==> src/rtl/display_pkg.sv <==
// Shared definitions for the BCD converter and the display block that consumes its digits.
package display_pkg;

    typedef enum logic [1:0] {
        ST_IDLE  = 2'd0,
        ST_SHIFT = 2'd1,
        ST_DONE  = 2'd2
    } conv_state_e;

    localparam int          NUM_DIGITS  = 4;
    localparam int unsigned MAX_DECIMAL = 32'd9999;
    localparam logic [3:0]  ERR_DIGIT   = 4'hF;

endpackage

==> src/rtl/bcd_add3.sv <==
// Double-dabble digit correction: adds 3 to a BCD digit of 5 or more before the next shift.
module bcd_add3 (
    input  logic [3:0] i_digit,
    output logic [3:0] o_digit
);

    // Correct the digit so the following left shift carries cleanly into the next decade.
    always_comb begin
        o_digit = i_digit;
        if (i_digit >= 4'd5) begin
            o_digit = i_digit + 4'd3;
        end else begin
            o_digit = i_digit;
        end
    end

endmodule

==> src/rtl/bcd_converter.sv <==
// Sequential binary-to-BCD converter (shift-add-3), one operand bit per clock.
// Build option BCD_CONVERTER_SATURATE_EN clamps operands above 9999 to 9999 instead of showing error digits.
import display_pkg::*;

module bcd_converter #(
    parameter int IN_WIDTH = 14
) (
    input  logic                clk,
    input  logic                reset,
    input  logic                start,
    input  logic [IN_WIDTH-1:0] value,
    output logic                busy,
    output logic                done,
    output logic                overflow,
    output logic [3:0]          segment0,
    output logic [3:0]          segment1,
    output logic [3:0]          segment2,
    output logic [3:0]          segment3
);

    localparam int SCR_W = 4 * NUM_DIGITS;

    conv_state_e         r_state;
    conv_state_e         w_next_state;
    logic [IN_WIDTH-1:0] r_operand;
    logic [IN_WIDTH-1:0] w_capture;
    logic [SCR_W-1:0]    r_scratch;
    logic [SCR_W-1:0]    w_adj;
    logic [3:0]          r_count;
    logic                r_ovf;
    logic                r_carry;
    logic                w_last;
    logic                w_too_big;

    assign w_last    = (r_count == 4'(IN_WIDTH - 1));
    assign w_too_big = (32'(value) > MAX_DECIMAL);

    for (genvar g = 0; g < NUM_DIGITS; g++) begin : g_add3
        bcd_add3 u_add3 (
            .i_digit (r_scratch[4*g +: 4]),
            .o_digit (w_adj[4*g +: 4])
        );
    end

    // Operand actually fed into the shifter.
    always_comb begin
        w_capture = value;
`ifdef BCD_CONVERTER_SATURATE_EN
        if (w_too_big) begin
            w_capture = IN_WIDTH'(MAX_DECIMAL);
        end else begin
            w_capture = value;
        end
`endif
    end

    // FSM state register.
    always_ff @(posedge clk or negedge reset) begin
        if (!reset) begin
            r_state <= ST_IDLE;
        end else begin
            r_state <= w_next_state;
        end
    end

    // FSM next-state logic; start is only honoured in IDLE.
    always_comb begin
        w_next_state = r_state;
        case (r_state)
            ST_IDLE: begin
                if (start) begin
                    w_next_state = ST_SHIFT;
                end else begin
                    w_next_state = ST_IDLE;
                end
            end
            ST_SHIFT: begin
                if (w_last) begin
                    w_next_state = ST_DONE;
                end else begin
                    w_next_state = ST_SHIFT;
                end
            end
            ST_DONE: w_next_state = ST_IDLE;
            default: w_next_state = ST_IDLE;
        endcase
    end

    // Datapath, counter and registered outputs.
    always_ff @(posedge clk or negedge reset) begin
        if (!reset) begin
            r_operand <= '0;
            r_scratch <= '0;
            r_count   <= 4'd0;
            r_ovf     <= 1'b0;
            r_carry   <= 1'b0;
            busy      <= 1'b0;
            done      <= 1'b0;
            overflow  <= 1'b0;
            segment0  <= 4'd0;
            segment1  <= 4'd0;
            segment2  <= 4'd0;
            segment3  <= 4'd0;
        end else begin
            done <= 1'b0;
            case (r_state)
                ST_IDLE: begin
                    if (start) begin
                        r_operand <= w_capture;
                        r_scratch <= '0;
                        r_count   <= 4'd0;
                        r_ovf     <= w_too_big;
                        r_carry   <= 1'b0;
                        busy      <= 1'b1;
                    end
                end
                ST_SHIFT: begin
                    // A bit leaving the top decade means the result cannot fit four digits.
                    r_scratch <= {w_adj[SCR_W-2:0], r_operand[IN_WIDTH-1]};
                    r_operand <= {r_operand[IN_WIDTH-2:0], 1'b0};
                    r_carry   <= r_carry | w_adj[SCR_W-1];
                    r_count   <= w_last ? 4'd0 : (r_count + 4'd1);
                end
                ST_DONE: begin
                    done     <= 1'b1;
                    busy     <= 1'b0;
                    overflow <= r_ovf | r_carry;
`ifdef BCD_CONVERTER_SATURATE_EN
                    segment0 <= r_scratch[3:0];
                    segment1 <= r_scratch[7:4];
                    segment2 <= r_scratch[11:8];
                    segment3 <= r_scratch[15:12];
`else
                    if (r_ovf | r_carry) begin
                        segment0 <= ERR_DIGIT;
                        segment1 <= ERR_DIGIT;
                        segment2 <= ERR_DIGIT;
                        segment3 <= ERR_DIGIT;
                    end else begin
                        segment0 <= r_scratch[3:0];
                        segment1 <= r_scratch[7:4];
                        segment2 <= r_scratch[11:8];
                        segment3 <= r_scratch[15:12];
                    end
`endif
                end
                default: begin
                    busy <= 1'b0;
                end
            endcase
        end
    end

endmodule
==> config.mk <==
export PLATFORM = sky130hd
export DESIGN_NAME = bcd_converter
export DESIGN_NICKNAME = d
export VERILOG_FILES = /design/src/rtl/display_pkg.sv /design/src/rtl/bcd_add3.sv /design/src/rtl/bcd_converter.sv
export SDC_FILE = /design/constraint.sdc
export NUM_CORES = 1
export LEC_CHECK = 0
export ABC_AREA = 1
export BUFFER_PORTS_ARGS = -buffer_cell sky130_fd_sc_hd__buf_2
export CAP_MARGIN = 20
export CELL_PAD_IN_SITES_DETAIL_PLACEMENT = 0
export CELL_PAD_IN_SITES_GLOBAL_PLACEMENT = 2
export CORE_MARGIN = 2
export CORE_UTILIZATION = 37
export CTS_BUF_LIST = sky130_fd_sc_hd__clkbuf_8 sky130_fd_sc_hd__clkbuf_16
export DETAILED_ROUTE_END_ITERATION = 10
export PLACE_DENSITY_LB_ADDON = 0.25
export SLEW_MARGIN = 20
export SYNTH_ARGS = -nofsm -noshare
export SYNTH_HDL_FRONTEND = slang
export SYNTH_SLANG_ARGS = --single-unit
==> constraint.sdc <==
create_clock -name clk -period 2.7 [get_ports clk]
set_input_delay 0.135 -clock clk [delete_from_list [all_inputs] [get_ports clk]]
set_output_delay 0.135 -clock clk [all_outputs]
set_load 0.03 [all_outputs]
==> results of run 1 <==
-- through the flow --
stage	power, uW	hold WS, ns	instance area, um2
2_1_floorplan	2797	-0.1606	2864
5_1_grt	4216	0.07740	3282
6_report	3826	0.04788	3282
4_1_cts	3881	0.04332	3282
3_3_place_gp	3162	0.2176	3103
3_5_place_dp	3157	0.2139	3103
-- power by group through the flow --
stage          sequential, uW  combinational [uW]  clock [uW]
5_1_grt                  1470                1980         765
2_1_floorplan            1500                1290           0
6_report                 1420                1700         703
3_5_place_dp             1440                1720           0
4_1_cts                  1420                1730         725
3_3_place_gp             1440                1730           0
-- cells by family (layout without fill, tap and decap cells) --
kind of cell	Yosys count	in the layout	synth area share, %
and+or+nand+nor	160	160	24.20
buffers and inverters	52	92	8.650
DFF	57	57	49.80
xor gates and xnor gates	1	1	0.3059
AOI/OAI and AO/OA	62	62	12.67
adders and majority gates	10	10	4.369
-- worst reg2reg max path, delay by kind of cell (launching register included) --
family | cells | cell delay [ns]
AOI/OAI and AO/OA | 1 | 0.11
buffers and inverters | 2 | 0.36
and+or+nand+nor | 2 | 0.49
DFF | 1 | 0.44
-- cells in the mapped netlist --
cell                       number
sky130_fd_sc_hd__a21oi_1        3
sky130_fd_sc_hd__a21oi_2       10
sky130_fd_sc_hd__buf_2          4
sky130_fd_sc_hd__buf_4          2
sky130_fd_sc_hd__buf_6          5
sky130_fd_sc_hd__dfrtp_1       57
sky130_fd_sc_hd__ha_1          10
sky130_fd_sc_hd__inv_1         37
sky130_fd_sc_hd__inv_2          3
sky130_fd_sc_hd__inv_4          1
sky130_fd_sc_hd__nand2_1      101
sky130_fd_sc_hd__nand2_2        1
sky130_fd_sc_hd__nand2_4        3
sky130_fd_sc_hd__nand3_1       24
sky130_fd_sc_hd__nand4_1        9
sky130_fd_sc_hd__nor2_1        18
sky130_fd_sc_hd__nor2_2         2
sky130_fd_sc_hd__nor2_4         1
sky130_fd_sc_hd__o211ai_1       5
sky130_fd_sc_hd__o21ai_0        8
sky130_fd_sc_hd__o21ai_1       34
sky130_fd_sc_hd__o22ai_1        2
sky130_fd_sc_hd__or2_2          1
sky130_fd_sc_hd__xnor2_1        1
-- registers in the layout (all words and copies together) (netlist names) --
| name | count |
|---|---|
| busy | 1 |
| done | 1 |
| overflow | 1 |
| r_carry | 1 |
| r_count | 4 |
| r_operand | 14 |
| r_ovf | 1 |
| r_scratch | 16 |
| r_state | 2 |
| segment0 | 4 |
| segment1 | 4 |
| segment2 | 4 |
| segment3 | 4 |
-- layout by cell type, fill, tap and decap left out, types with 2 or more instances in the layout --
cell                       count
sky130_fd_sc_hd__dfrtp_1      57
sky130_fd_sc_hd__nor2_1       18
sky130_fd_sc_hd__nand4_1       9
sky130_fd_sc_hd__a21oi_1       3
sky130_fd_sc_hd__nand2_4       3
sky130_fd_sc_hd__o211ai_1      5
sky130_fd_sc_hd__inv_1        38
sky130_fd_sc_hd__nand3_1      24
sky130_fd_sc_hd__o21ai_0       8
sky130_fd_sc_hd__a21oi_2      10
sky130_fd_sc_hd__o22ai_1       2
sky130_fd_sc_hd__nand2_1     101
sky130_fd_sc_hd__nor2_2        2
sky130_fd_sc_hd__buf_2        35
sky130_fd_sc_hd__o21ai_1      34
sky130_fd_sc_hd__ha_1         10
sky130_fd_sc_hd__inv_2         3
sky130_fd_sc_hd__clkbuf_8     12
-- worst max path at each step --
stage,from,endpoint,slack [ns],depth (start not counted)
finish,r_state[0]$_DFF_PN0_,segment3[2]$_DFFE_PN0P_,1.17,5
global route,r_state[0]$_DFF_PN0_,segment3[2]$_DFFE_PN0P_,1.02,5
CTS,r_state[0]$_DFF_PN0_,segment3[2]$_DFFE_PN0P_,1.13,5
detailed placement,r_state[0]$_DFF_PN0_,segment3[2]$_DFFE_PN0P_,1.15,5
global placement,r_state[0]$_DFF_PN0_,segment3[2]$_DFFE_PN0P_,1.14,5
floorplan,r_scratch[8]$_DFFE_PN0P_,r_scratch[10]$_DFFE_PN0P_,1.54,8
-- per-layer routing --
layer,GRT usage (%),vias up
met3,3.369,10
met4,7.090,0
li1,-,1188
met1,20.94,1059
met2,25.00,37
met5,0,-
-- area by class of cell --
class | instances | area share, %
sequential | 57 | 43.46
multi-input combinational | 233 | 36.26
timing repair buffer | 38 | 6.481
clock buffer | 12 | 5.032
inverter | 41 | 4.766
tap | 102 | 3.889
clock inverter | 1 | 0.1144
==> flow_results.org, run 1 <==
** Route
- The count of nets left with antenna violations once routing finished came out at 0.
- Routed length on met2 :: roughly 2.7 mm
- After detailed routing, no signal wire sits above met4.
- After the first detailed-routing iteration, the DRC count stood at 100.
- In the routed design, unresolved DRC markers number 0.
- Summing over every cut layer, the via total after detailed routing is around 2300.
- Total iterations of the first detailed-routing run :: 4
- After detailed routing, the wire length on met1 is just under 3 mm.
- Final wirelength :: between 5 and 6 mm
- Total length of routed met3 wires :: approximately 230 um
- After detailed routing, the number of vias per cell comes to about 4.7.
- Dividing the detail-routed wire length by the instance count gives about 12 um.

** Floorplan
- The die is 91.98 um wide.
- The die covers approximately 8500 um2.
- Initial core utilization :: a little under two fifths
- Std-Cell Core Area :: 7607 um2
- Vertical die dimension :: between 90 and 100 um
- Number of placement rows :: 32
- 36 I/O pins were placed.

** Worst setup path
- STA classifies the critical path endpoint as a register.
- Worst path slowest cell :: sky130_fd_sc_hd__dfrtp_1
- Largest stage delay on the critical path :: between 0.4 and 0.5 ns
- The critical path goes through nor2_2 -> buf_4 -> inv_2 -> nor2_4 -> a21oi_1.
- In this run the worst path has a maximum fanout of 14.
- The critical path in this run is classified as reg2reg.
- The endpoint identified for the worst register-to-register timing path is segment3[2]$_DFFE_PN0P_.
- Worst endpoint data arrival time :: ~1.7 ns
- Counting both buffers and inverters, the worst setup path holds a total of 2.
- Depth of the worst register-to-register path :: 5
- The startpoint identified for the worst register-to-register timing path is r_state[0]$_DFF_PN0_.
- The worst setup path is launched from a register.
- Among cell families on the critical path, the largest total delay comes from simple AND/OR/NAND/NOR gates.
- Data on the critical path is required at its endpoint by just under 3 ns.
- Worst setup slack for register-to-register paths :: 1.17 ns

** STA
- The hold violation count in the final report was 0.
- Adding up every negative setup slack in the final design gives 0 ns.
- Worst rel slew slack :: between 50% and 60%
- On the final layout, the worst clock skew is between 0.003 and 0.004 ns.
- For this run, the top clock speed supported by timing is 0.6532 GHz.
- Final worst path period share :: 56.70%
- Slew @ Worst Pin :: between 0.6 and 0.7 ns
- In the post-route analysis, the smallest setup slack over all paths is ~1.2 ns.
- Setup violations remaining at the end of the flow were counted as 0.
- The total count of max-transition violations in the final report was 0.
- Final period demand of the worst path :: around 1.5 ns
- Setup repair after global routing left no endpoint under its margin.

** GRT
- GRT overflow :: 0
- For this run, the total global-route usage over all layers was measured as 15.82%.
- Number of global-route vias before repair :: around 2300
- Entering global routing, the biggest net connects 33 pins.
- Number of antenna violations at the first check in global routing :: 0
- The first global-routing pass estimated roughly 11 mm of wire.

** Min path
- The worst hold path was traced through 3 stages.
- In this run the most critical hold path is launched from value[0].
- The min-delay analysis places its worst path in the category in2reg.
- Worst hold endpoint :: r_operand[0]$_DFFE_PN0P_

** Cells and area
- Proportion of layout cells with a drive suffix above 1 :: between 10% and 20%
- Final net count :: 407
- Count of inserted antenna diode cells :: 0
- In the final layout, the multi-input gates occupy ~1200 um2.
- Final Core Density :: between 40% and 50%
- In the final layout, flip-flops and latches occupy between 1000 and 1500 um2.
- The area growth from synthesis to layout is 14.59%.
- Excluding fillers, the count of instances in the completed layout stands at between 400 and 500.
- After filler insertion, the fill cell instance count of the layout stands at approximately 820.

** Logic synthesis
- Mean Syn Cell Area :: ~8.4 um2
- Summed over all instances, the cell type with the most area after synthesis is sky130_fd_sc_hd__dfrtp_1.
- Area fraction of the dominant cell type after synthesis :: 49.80%
- Net count of the mapped netlist :: between 300 and 400
- Gate count after technology mapping :: approximately 340
- Post-synth design cell area :: around 2900 um2
- Number of flip-flops and latches in the synthesized netlist :: 57
- Unique cell type count in the Yosys netlist :: 24
- Ranking of synthesized cells by area :: sky130_fd_sc_hd__dfrtp_1 50%, sky130_fd_sc_hd__nand2_1 13%, sky130_fd_sc_hd__o21ai_1 5.9%, sky130_fd_sc_hd__inv_1 4.8%, sky130_fd_sc_hd__ha_1 4.4%
- Sequential cells were found to cover between 40% and 50% of the synthesized design area.
- Ys Warns :: 0

** Placement
- The count of buffers added on input and output ports is 35.
- Routability-driven placement finished with a final weighted congestion of roughly 0.72.
- After legalization and detailed placement, the total HPWL measured 4.108 mm.
- Prior to clock tree synthesis, the placed netlist has a worst setup slack of 1.148 ns.
- After detailed placement, the design holds a cell count of 470.

** Clocking
- Count of buffers added by post-CTS timing repair for setup :: 0
- Clock-pin slew was measured on the worst setup and hold paths at 0.06 ns.
- In this run the clock root is driven by a sky130_fd_sc_hd__clkbuf_8.
- TritonCTS built the clock tree.
- Counting along the longest clock path gives a buffer depth of 2.
- Number of buffers added by the clock tree synthesis step :: 9
- Post-cts hold buffer count :: 1
- Worst skew pair latency :: approximately 0.33 ns
- For this design, the sink count on the clock tree is 57.
- Once the clock tree was built, the resizer swapped 0 gates to a different size.
- The H-tree generated during clock tree synthesis spans 3 levels.

** Pwr
- Net switching is between 40% and 50% of the power.
- Peak supply drop :: ~0.00037 V
- In this run the power spent charging and discharging nets is approximately 1700 uW.
- Seq pwr share :: between 30% and 40%
- For this design the static power due to leakage is 0.001600 uW.
- Of the total power, the clock network draws a little under a fifth.
- The internal power of the cells totals 2151 uW.
- Combinational logic burns between 40 and 50% of the power.
- In this run the power density over the cells is 1166 nW/um2.

** Status
- Result of the run :: complete, no violations

** Flow run
- Max-cap violations in this run came to 0.
Power figures use the tool's default switching activity.
==> run 2, diff against run 1 <==
--- a/config.mk
+++ b/config.mk
@@ -11,7 +11,7 @@
 export CELL_PAD_IN_SITES_DETAIL_PLACEMENT = 0
 export CELL_PAD_IN_SITES_GLOBAL_PLACEMENT = 2
 export CORE_MARGIN = 2
-export CORE_UTILIZATION = 37
+export CORE_UTILIZATION = 31
 export CTS_BUF_LIST = sky130_fd_sc_hd__clkbuf_8 sky130_fd_sc_hd__clkbuf_16
 export DETAILED_ROUTE_END_ITERATION = 10
 export PLACE_DENSITY_LB_ADDON = 0.25
==> constraint.sdc (replaced) <==
create_clock -name clk -period 1.4 [get_ports clk]
set_input_delay 0.07 -clock clk [delete_from_list [all_inputs] [get_ports clk]]
set_output_delay 0.07 -clock clk [all_outputs]
set_load 0.03 [all_outputs]
==> run 2 against run 1 <==
Compared with the run above:
- wire length rose by 9.0%
- first-iteration DRC count is 6.0% higher
- clock power up 120%
==> flow_results.org, run 2 (synthesis gave the netlist of run 1 again) <==
** Pwr
- The power density over the cells is 2288 nW/um2 (+96%).
- The cell-internal power was 4560 uW (+110%).
- The sequential cell fraction of total power is 34.3% (-2.8 points).
- The combinational fraction of design power is 46.7% (+2.2 points).
- Switching power summed over all nets :: 3437 uW (+110%)
- The clock network power share came to 19.0% (+0.6 points).
- Static power due to leakage :: 0.001710 uW (+6.9%)
- Switching part of the total power :: 42.98% (-0.82 points)
- The worst voltage drop across the vdd grid is 0.0006959 V (+88%).

** Route
- The post-route antenna net violation count is 0 (unchanged).
- Iteration-0 DRC count of the detailed router :: 106 (+6.0%)
- The count of vias placed by the detailed router came to 2354 (+2.6%).
- Total iterations of the first detailed-routing run :: 6 (+2)
- The number of vias per cell after detailed routing came to 4.607 (-2.8%).
- The detailed-route wire length per cell is 12.77 um (+3.2%).
- Post-detailed-route DRC marker count :: 0 (unchanged)
- Final wirelength :: 6.523 mm (+9.0%)

** STA
- The maximum operating frequency came to 0.7941 GHz (+22%).
- The share of the cycle needed by the critical path after routing is 89.95% (+33 points).
- The count of final setup violators came to 0 (unchanged).
- The transition time at the pin with the least slew margin is 0.3146 ns (-0.3666 ns).
- Unrepaired setup endpoints after global routing :: false
- The hold violation count in the final report was 0 (unchanged).
- The normalized max-slew margin is 79.03% (+24 points).
- Clock Skews :: 0.009996 ns (+0.006667 ns)
- The total count of max-transition violations in the final report came to 0 (unchanged).
- The post-route setup TNS came to 0 ns (unchanged).
- The worst hold slack across all endpoints was 0.02507 ns (-0.02281 ns).
- The post-layout minimum cycle time came to 1.259 ns (-0.2718 ns).
- The worst setup margin came to 0.1408 ns (-1.028 ns).

** Clocking
- The total number of clock tree sinks is 57 (unchanged).
- The clock latency on the worst-skew pair was 0.34 ns (about the same).
- The total clock buffers created by CTS is 9 (unchanged).
- Worst-case clock buffer depth :: 2 (unchanged)
- TritonCTS built the clock tree.
- Register clock-pin slew on the reported worst setup and hold paths :: 0.07 ns (about the same)
- The count of H-tree levels built during CTS was 3 (unchanged).
- Clock Tree Root :: sky130_fd_sc_hd__clkbuf_8

** Floorplan
- Std-Cell Core Area :: 9109 um2 (+20%)
- The y dimension of the die is 100.1 um (+8.8%).
- The number of rows created at floorplan was 35 (+9.4%).
- The horizontal extent of the die is 100.1 um (+8.8%).
- Top-Level Pins :: 36 (unchanged)
- The die footprint came to 10020 um2 (+18%).
- Initial core utilization :: 31.44% (-6.2 points)

** Worst setup path
- Worst setup slack for register-to-register paths :: 0.14 ns (-1.03 ns)
- Worst-path cell chain :: inv_1 -> ha_1 -> inv_1 -> nand2_1 -> nand3_1 -> nand2_1 -> nand3_1 -> nand2_1
- Class of the most critical setup path :: reg2reg
- Tracing the worst setup path back leads to its startpoint at r_scratch[12]$_DFFE_PN0P_.
- Grouping stages by cell kind, the critical path spends the most delay in simple AND/OR/NAND/NOR gates.
- Largest stage delay on the critical path :: 0.41 ns (-0.03 ns)
- Among the stages of the critical path, the cell type that occurs most often is sky130_fd_sc_hd__nand2_1.
- The arrival time at the worst endpoint was 1.49 ns (-0.24 ns).
- Maximum fanout count along the critical path :: 5 (-9)
- Worst path slowest cell :: sky130_fd_sc_hd__dfrtp_2
- The depth of the worst register-to-register path was 8 (+3).
- In this run the critical register-to-register path is captured at r_scratch[14]$_DFFE_PN0P_.
- STA classifies the critical path endpoint as a register.
- Reg-to-reg startpoint :: r_scratch[12]$_DFFE_PN0P_
- The combined buffer and inverter count along the critical path came to 2 (unchanged).
- Required time at the endpoint of the critical path :: 1.63 ns (-1.27 ns)
- Nature of the critical path startpoint :: register

** Cells and area
- Leaving out fill and tap cells, the most frequent cell in the layout is sky130_fd_sc_hd__nand2_1.
- Largest register FFs :: 16 (unchanged)
- Largest Register :: r_scratch
- The number of diodes came to 0 (unchanged).
- The library cells used most frequently in the layout, excluding fill and tap cells, are 101 x sky130_fd_sc_hd__nand2_1, 56 x sky130_fd_sc_hd__dfrtp_1, 37 x sky130_fd_sc_hd__inv_1.
- Layout overhead on the synthesized area :: 22.02%
- Final net count :: 422 (+3.7%)
- The largest registers in the layout are r_scratch (16), r_operand (14).
- The fraction of layout cells with a size suffix above 1 is 23.00% (+4.4 points).
- Final instance area :: 3495 um2 (+6.5%)

** Placement
- Post-detailed-placement half-perimeter wirelength :: 4.421 mm (+7.6%)
- Placer's final routability congestion estimate :: 0.8285 (+15%)
- Setup Slack @ Placement :: 0.1320 ns (-1.016 ns)
- The cell area reported after detailed placement came to 3262 um2 (+5.1%).
- The count of port buffers added during placement was 35 (unchanged).

** GRT
- The global-route usage over all layers was 14.16% (-1.7 points).
- The via count of the first global-routing pass is 2313 (+2.8%).
- The overall overflow remaining after global route is 0 (unchanged).
- Maximum number of pins on one net before global-route repair :: 58 (+76%)
- The global-route wire length before repair is 10.98 mm (+4.5%).
- Number of antenna violations at the first check in global routing :: 0 (unchanged)

** Min path
- Hold Crit Start :: start
- In this run the worst hold path is classified as in2reg.
- Worst hold path depth :: 3 (unchanged)
- Worst hold endpoint :: r_operand[0]$_DFFE_PN0P_

** Status
- The run finished with clean final reports.

** Flow run
- The max-cap check violation count was 0 (unchanged).
run 2: cell count changes in the layout (fill, tap and decap cells not counted), sizes merged:
cell,previous run,this run
clkinv,0,2
dlygate4sd3,1,2
buf,37,51
clkbuf,12,10
bufinv,0,1
inv,42,44
run 2: per-stage QoR:
stage               std cells  utilization [%]  total power (uW)
finish                    511            38.37              7997
global route              511            38.37              8763
CTS                       510            38.10              8041
detailed placement        492            35.81              6478
global placement          492            35.81              6454
floorplan                 342                -              5395
run 2: metal layers:
metal	global-route usage (%)	share of wire [%]	up-vias
met5	0	0	-
met4	6.006	1.8	0
met3	3.621	4.5	10
met2	21.42	43	47
met1	19.26	51	1083
li1	-	-	1214
run 2: cell type report:
class / instances / area [um2]
Clock buffer: 10 / 137.6
Clock inverter: 6 / 51.30
Inverter: 41 / 156.4
Timing Repair Buffer: 53 / 377.9
Sequential cell: 57 / 1428
Multi-Input combinational cell: 233 / 1205
Fill cell: 966 / 5614
Tap cell: 111 / 138.9
run 2: worst max-delay path by stage:
stage	slack, ns	to	cells after the start
floorplan	0.24	r_scratch[10]$_DFFE_PN0P_	8
global placement	0.13	r_scratch[9]$_DFFE_PN0P_	8
global route	0.0003	r_operand[10]$_DFFE_PN0P_	6
finish	0.14	r_scratch[14]$_DFFE_PN0P_	8
CTS	0.13	r_scratch[14]$_DFFE_PN0P_	8
detailed placement	0.13	segment3[2]$_DFFE_PN0P_	5
run 2: timing repair:
| item | CTS | global route |
|---|---|---|
| setup buffers | 0 | 1 |
| hold buffers | 2 | 0 |
| hold endpoints to repair | 58 | 0 |
| gates resized for setup | 0 | 7 |
| setup endpoints to repair | 0 | 9 |
run 2: power groups by stage:
stage	clock (uW)	combinational, uW	sequential (uW)
after floorplan	0	2500	2900
after global placement	0	3690	2760
after detailed placement	0	3720	2760
after CTS	1570	3730	2740
after global routing	1640	4300	2820
final	1520	3740	2750
run 2: worst register-to-register path, delay by kind of cell, from the launching register on:
family	cells	cell delay [ns]
adder cells (fa/ha/maj)	1	0.20
buffers and inverters	2	0.12
flip-flops	1	0.41
AND/OR/NAND/NOR	5	0.42
